$ cat src/rtl/fetch_unit_pkg.sv
// Shared widths, FSM encoding and buffer entry layout for the instruction fetch unit.
package fetch_unit_pkg;
    localparam int WIDTH_WORD   = 8;
    localparam int WIDTH_DOUBLE = 16;
    localparam int WIDTH_ENTRY  = 2 * WIDTH_DOUBLE;

    typedef enum logic [1:0] {
        RDLO = 2'd0,
        RDHI = 2'd1,
        PUSH = 2'd2
    } fetch_state_t;
endpackage

$ cat src/rtl/fetch_fifo.sv
// In-order op buffer; entries are {op_pc, op}. Flush empties it in one cycle.
module fetch_fifo
    import fetch_unit_pkg::*;
#(
    parameter int DEPTH = 2
) (
    input  logic                          clk,
    input  logic                          rst_n,
    input  logic                          flush,
    input  logic                          push,
    input  logic [WIDTH_ENTRY-1:0]        wdata,
    input  logic                          pop,
    output logic [WIDTH_ENTRY-1:0]        rdata,
    output logic [$clog2(DEPTH+1)-1:0]    count
);
    localparam int PW = (DEPTH > 1) ? $clog2(DEPTH) : 1;
    localparam int CW = $clog2(DEPTH + 1);

    logic [WIDTH_ENTRY-1:0] mem [DEPTH];
    logic [PW-1:0]          wr_ptr;
    logic [PW-1:0]          rd_ptr;

    function automatic logic [PW-1:0] inc(input logic [PW-1:0] p);
        return (p == PW'(DEPTH - 1)) ? '0 : p + 1'b1;
    endfunction

    // Storage is cleared on reset so op/op_pc read as zero while in reset.
    always_ff @(posedge clk or negedge rst_n) begin
        if (!rst_n) begin
            for (int i = 0; i < DEPTH; i++) mem[i] <= '0;
            wr_ptr <= '0;
            rd_ptr <= '0;
            count  <= '0;
        end else if (flush) begin
            wr_ptr <= '0;
            rd_ptr <= '0;
            count  <= '0;
        end else begin
            if (push) begin
                mem[wr_ptr] <= wdata;
                wr_ptr      <= inc(wr_ptr);
            end
            if (pop) rd_ptr <= inc(rd_ptr);
            count <= count + CW'(push) - CW'(pop);
        end
    end

    assign rdata = mem[rd_ptr];
endmodule

$ cat src/rtl/fetch_unit.sv
// Byte-wide instruction fetcher: two reads per 16-bit op, buffered ahead of the consumer.
module fetch_unit
    import fetch_unit_pkg::*;
#(
    parameter logic [15:0] RESET_PC = 16'h0000,
    parameter int          DEPTH    = 2
) (
    input  logic                    clk,
    input  logic                    rst_n,
    input  logic                    redirect,
    input  logic [WIDTH_DOUBLE-1:0] redirect_pc,
    input  logic                    halt,
    output logic                    mem_rd,
    output logic [WIDTH_DOUBLE-1:0] mem_addr,
    input  logic [WIDTH_WORD-1:0]   mem_rdata,
    output logic                    op_valid,
    input  logic                    op_ready,
    output logic [WIDTH_DOUBLE-1:0] op,
    output logic [WIDTH_DOUBLE-1:0] op_pc
);
    localparam int CW = $clog2(DEPTH + 1);

    fetch_state_t            state, state_nxt;
    logic [WIDTH_DOUBLE-1:0] fpc;
    logic [WIDTH_WORD-1:0]   lo;
    logic [CW-1:0]           count;
    logic [CW:0]             occ_nxt;
    logic [WIDTH_ENTRY-1:0]  head;
    logic                    pop, push, start, rd;
    logic [WIDTH_DOUBLE-1:0] addr;

    assign op_valid = (count != '0);
    assign pop      = op_valid & op_ready & ~redirect;
    assign push     = (state == PUSH) & ~redirect;
    assign occ_nxt  = {1'b0, count} - (CW+1)'(pop) + (CW+1)'(push);
    // A low-byte read is only launched if the op it produces is guaranteed a slot.
    assign start    = ~halt & ~redirect & (state != RDHI) & (occ_nxt < (CW+1)'(DEPTH));

    always_comb begin
        state_nxt = state;
        rd        = 1'b0;
        addr      = fpc;
        case (state)
            RDLO: begin
                rd = start;
                if (start) state_nxt = RDHI;
            end
            RDHI: begin
                rd        = 1'b1;
                addr      = fpc + 16'd1;
                state_nxt = PUSH;
            end
            PUSH: begin
                // Overlap the next op's low-byte read with this push.
                rd        = start;
                addr      = fpc + 16'd2;
                state_nxt = start ? RDHI : RDLO;
            end
            default: state_nxt = RDLO;
        endcase
        if (redirect) begin
            rd        = 1'b0;
            state_nxt = RDLO;
        end
    end

    assign mem_rd   = rd & rst_n;
    assign mem_addr = mem_rd ? addr : '0;

    always_ff @(posedge clk or negedge rst_n) begin
        if (!rst_n) begin
            state <= RDLO;
            fpc   <= RESET_PC;
            lo    <= '0;
        end else begin
            state <= state_nxt;
            if (redirect)           fpc <= redirect_pc;
            else if (state == PUSH) fpc <= fpc + 16'd2;
            if (state == RDHI)      lo  <= mem_rdata;
        end
    end

    fetch_fifo #(.DEPTH(DEPTH)) u_fifo (
        .clk   (clk),
        .rst_n (rst_n),
        .flush (redirect),
        .push  (push),
        .wdata ({fpc, mem_rdata, lo}),
        .pop   (pop),
        .rdata (head),
        .count (count)
    );

    assign op    = head[WIDTH_DOUBLE-1:0];
    assign op_pc = head[WIDTH_ENTRY-1:WIDTH_DOUBLE];
endmodule
$ cat config.mk
export PLATFORM = sky130hd
export DESIGN_NAME = fetch_unit
export DESIGN_NICKNAME = d
export VERILOG_FILES = /design/src/rtl/fetch_unit_pkg.sv /design/src/rtl/fetch_fifo.sv /design/src/rtl/fetch_unit.sv
export SDC_FILE = /design/constraint.sdc
export NUM_CORES = 1
export LEC_CHECK = 0
export ABC_AREA = 1
export BUFFER_PORTS_ARGS = -buffer_cell sky130_fd_sc_hd__clkbuf_2
export CAP_MARGIN = 10
export CORE_MARGIN = 1
export CORE_UTILIZATION = 30
export DETAILED_ROUTE_END_ITERATION = 8
export PLACE_DENSITY_LB_ADDON = 0.3
export SYNTH_ARGS = -nofsm -noshare
export SYNTH_HDL_FRONTEND = slang
export SYNTH_SLANG_ARGS = --single-unit
$ cat constraint.sdc
create_clock -name clk -period 3.7 [get_ports clk]
set_input_delay 0.37 -clock clk [delete_from_list [all_inputs] [get_ports clk]]
set_output_delay 0.37 -clock clk [all_outputs]
set_load 0.02 [all_outputs]
==> impl_metrics.toml <==
[logic_synthesis]
yosysMostFrequentCell = "nand2_1"
synth_seq_area_share_pct = 46.48
yosys_warnings = 0
synth_nets = 714
synth-seq-cells = 94
synthTopCellsByCount = "nand2_1 (244), o21ai_0 (96), dfrtp_1 (94)"
yosys-top-cells-area = "dfrtp_1 (46%), nand2_1 (18%), o21ai_0 (9.5%)"
synth_ff_type = "dfrtp_1"
synthCells = 675
synthDistinctLibCells = 36
netlist_area_um2 = 5061
synth_area_per_cell_um2 = 7.498
synth_enable_flop_cells = 0
ys_async_sr_fraction_pct = 100.0
yosys.area.top_type = "dfrtp_1"
synth_top_area_share_pct = 46.48

[clocking]
htree_num_levels = 3
cts_inserted_buffers = 9
cts_max_path_buffers = 2
cts_root_buffer = "clkbuf_16"
cts_hold_buf = 0
clkTransAtPathRegs_ns = 0.07
insertion_delay_ns = 0.35
cts_tree = "yes"
clock_sinks = 94

[placement]
dp_hpwl_mm = 9.904
gp_congestion = 0.8794
dp.cells = 954
io_buffers = 78

[pwr]
peakVddDrop_mv = 0.2542
p_leak_nw = 3.016
powerDensity_nw_per_um2 = 583.2

[outcome]
status = "finished clean"

[layout]
multi_input_area_um2 = 2365
stdcell_count = 973
nFillCells = 1797
drive_gt1_share_pct = 16.87
area_delta_synth_final_pct = 18.86
seqCellArea_um2 = 2352
fin_util_pct = 36.40
antennaDiodeCount = 0
finalNetCount = 787

[routing]
ant_nets = 0
drtIter0Drc = 321
vias = 4678
vias_per_cell = 4.808
drt-total-wl_mm = 14.44
drc_errors = 0
detail_route.wl_per_cell_um = 14.84
firstDrtPassIters = 4

[timing]
max_freq_mhz = 285.2
drv_slew = 0
relSlewSlack_pct = 50.53
clock_skew_ns = 0.006068
worst_slew_pin_slew_ns = 0.7421
fin_crit_sh_pct = 94.77
post-route-min-period_ns = 3.507
hold_viol_final = 0
setup_violations = 0

[global_routing]
grt_pass1_vias = 4468
grt_pass1_wl_mm = 24.00
antenna_found_initial = 0
grt_overflow = 0
grt_usage_pct = 17.50
grt_start_max_net_pins = 57

[critical_path]
crit_type = "reg -> out"
cp-start-kind = "register"
critPathArrivalTime_ns = 3.14
worstPathRequired_ns = 3.33
endpoint_kind = "output pin"
cp_max_fo = 8

[die]
core_um2 = 16520
io_pins = 79
start_util_pct = 30.63
fp.dieH_um = 131.9
dieArea_um2 = 17390
placementRows = 47
die_w_um = 131.9

[job]
drv_cap = 0

[hold_path]
hold_class = "in -> async"
final timing paths:
| path | from | endpoint | slack (ns) | cells after the start |
|---|---|---|---|---|
| max in group asynchronous | rst_n | u_fifo.mem[58] | 2.56 | 2 |
| max reg2reg | u_fifo.count[1] | state[1] | 1.27 | 13 |
| max | u_fifo.count[1] | mem_addr[2] | 0.19 | 14 |
| min | rst_n | u_fifo.mem[13] | 0.002 | 1 |
| min in group clk | mem_rdata[7] | lo[7] | 0.26 | 3 |
| min reg2reg | u_fifo.mem[8] | u_fifo.mem[8] | 0.48 | 2 |
report_power, final:
| group | internal, W | total [W] | switching [W] |
|---|---|---|---|
| sequential | 0.00129 | 0.00145 | 0.000153 |
| clock | 0.000478 | 0.000880 | 0.000402 |
| combinational | 0.000388 | 0.00118 | 0.000794 |
critical path, cell delays in order (launching register included):
cell and delay [ns]:
dfrtp_1 0.44, or2_4 0.28, nand2_2 0.07, nor2_1 0.04, ha_1 0.26, inv_1 0.06, ha_1 0.14, inv_1 0.05
fa_2 0.35, xnor2_2 0.18, nand3_2 0.16, nand2_1 0.12, nand2_2 0.17, a211oi_1 0.25, clkbuf_2 0.21
cell families (layout without fill, tap and decap cells):
group / count (synthesis) / after routing / synth area share (%)
simple gates: 338 / 338 / 27.79
compound gates: 138 / 138 / 15.01
flops: 94 / 94 / 46.48
buf+inv: 90 / 168 / 7.243
fa+ha+maj: 10 / 10 / 2.621
xor+xnor: 5 / 5 / 0.8652
flip-flops by register name, indices dropped and copies added (netlist names):
name / cells
u_fifo.mem: 64
fpc: 16
lo: 8
state: 2
u_fifo.count: 2
u_fifo.rd_ptr: 1
u_fifo.wr_ptr: 1
through the flow:
step / total power (W) / instance area (um^2) / hold WS [ns] / worst slack (ns) / TNS (ns)
after floorplan: 0.002226 / 5061 / 0.07441 / 0.4989 / 0
after global placement: 0.002633 / 5679 / 0.3922 / 0.4609 / 0
after detailed placement: 0.002644 / 5679 / 0.3907 / 0.4305 / 0
after CTS: 0.003540 / 5956 / 0.01305 / 0.03439 / 0
after global routing: 0.003774 / 6016 / 0.03159 / -0.0002196 / -0.0002196
final: 0.003508 / 6016 / 0.001998 / 0.1934 / 0
cells in the final DEF, fill, tap and decap left out, types with 4 or more instances in the layout:
cell type,count
nor2_1,26
a22oi_1,6
dfrtp_1,94
nand3_1,43
nand4_1,8
inv_1,55
o21ai_1,6
nand2_1,240
a21oi_1,14
nor2_2,4
buf_4,19
clkbuf_2,71
xor2_1,4
o211ai_1,6
clkbuf_16,9
o21ai_0,96
ha_1,9
and2_1,4
nand2_2,5
what timing repair did:
action / in CTS / in global routing
setup endpoints to repair: 0 / 16
setup buffers: 0 / 3
gates resized for setup: 0 / 20
per-layer routing:
layer,share of wire [%],GRT usage (%)
met5,0,0
met4,1.4,5.233
met3,4.8,4.114
met2,44,26.34
met1,49,24.84
area by class of cell:
type | count | share of cell area, %
clock buffer | 12 | 4.097
clock inverter | 4 | 0.4992
inverter | 59 | 3.681
multi-input combinational | 491 | 39.31
sequential | 94 | 39.10
tap | 220 | 4.576
timing repair buffer | 93 | 8.735
Power figures use the tool's default switching activity.
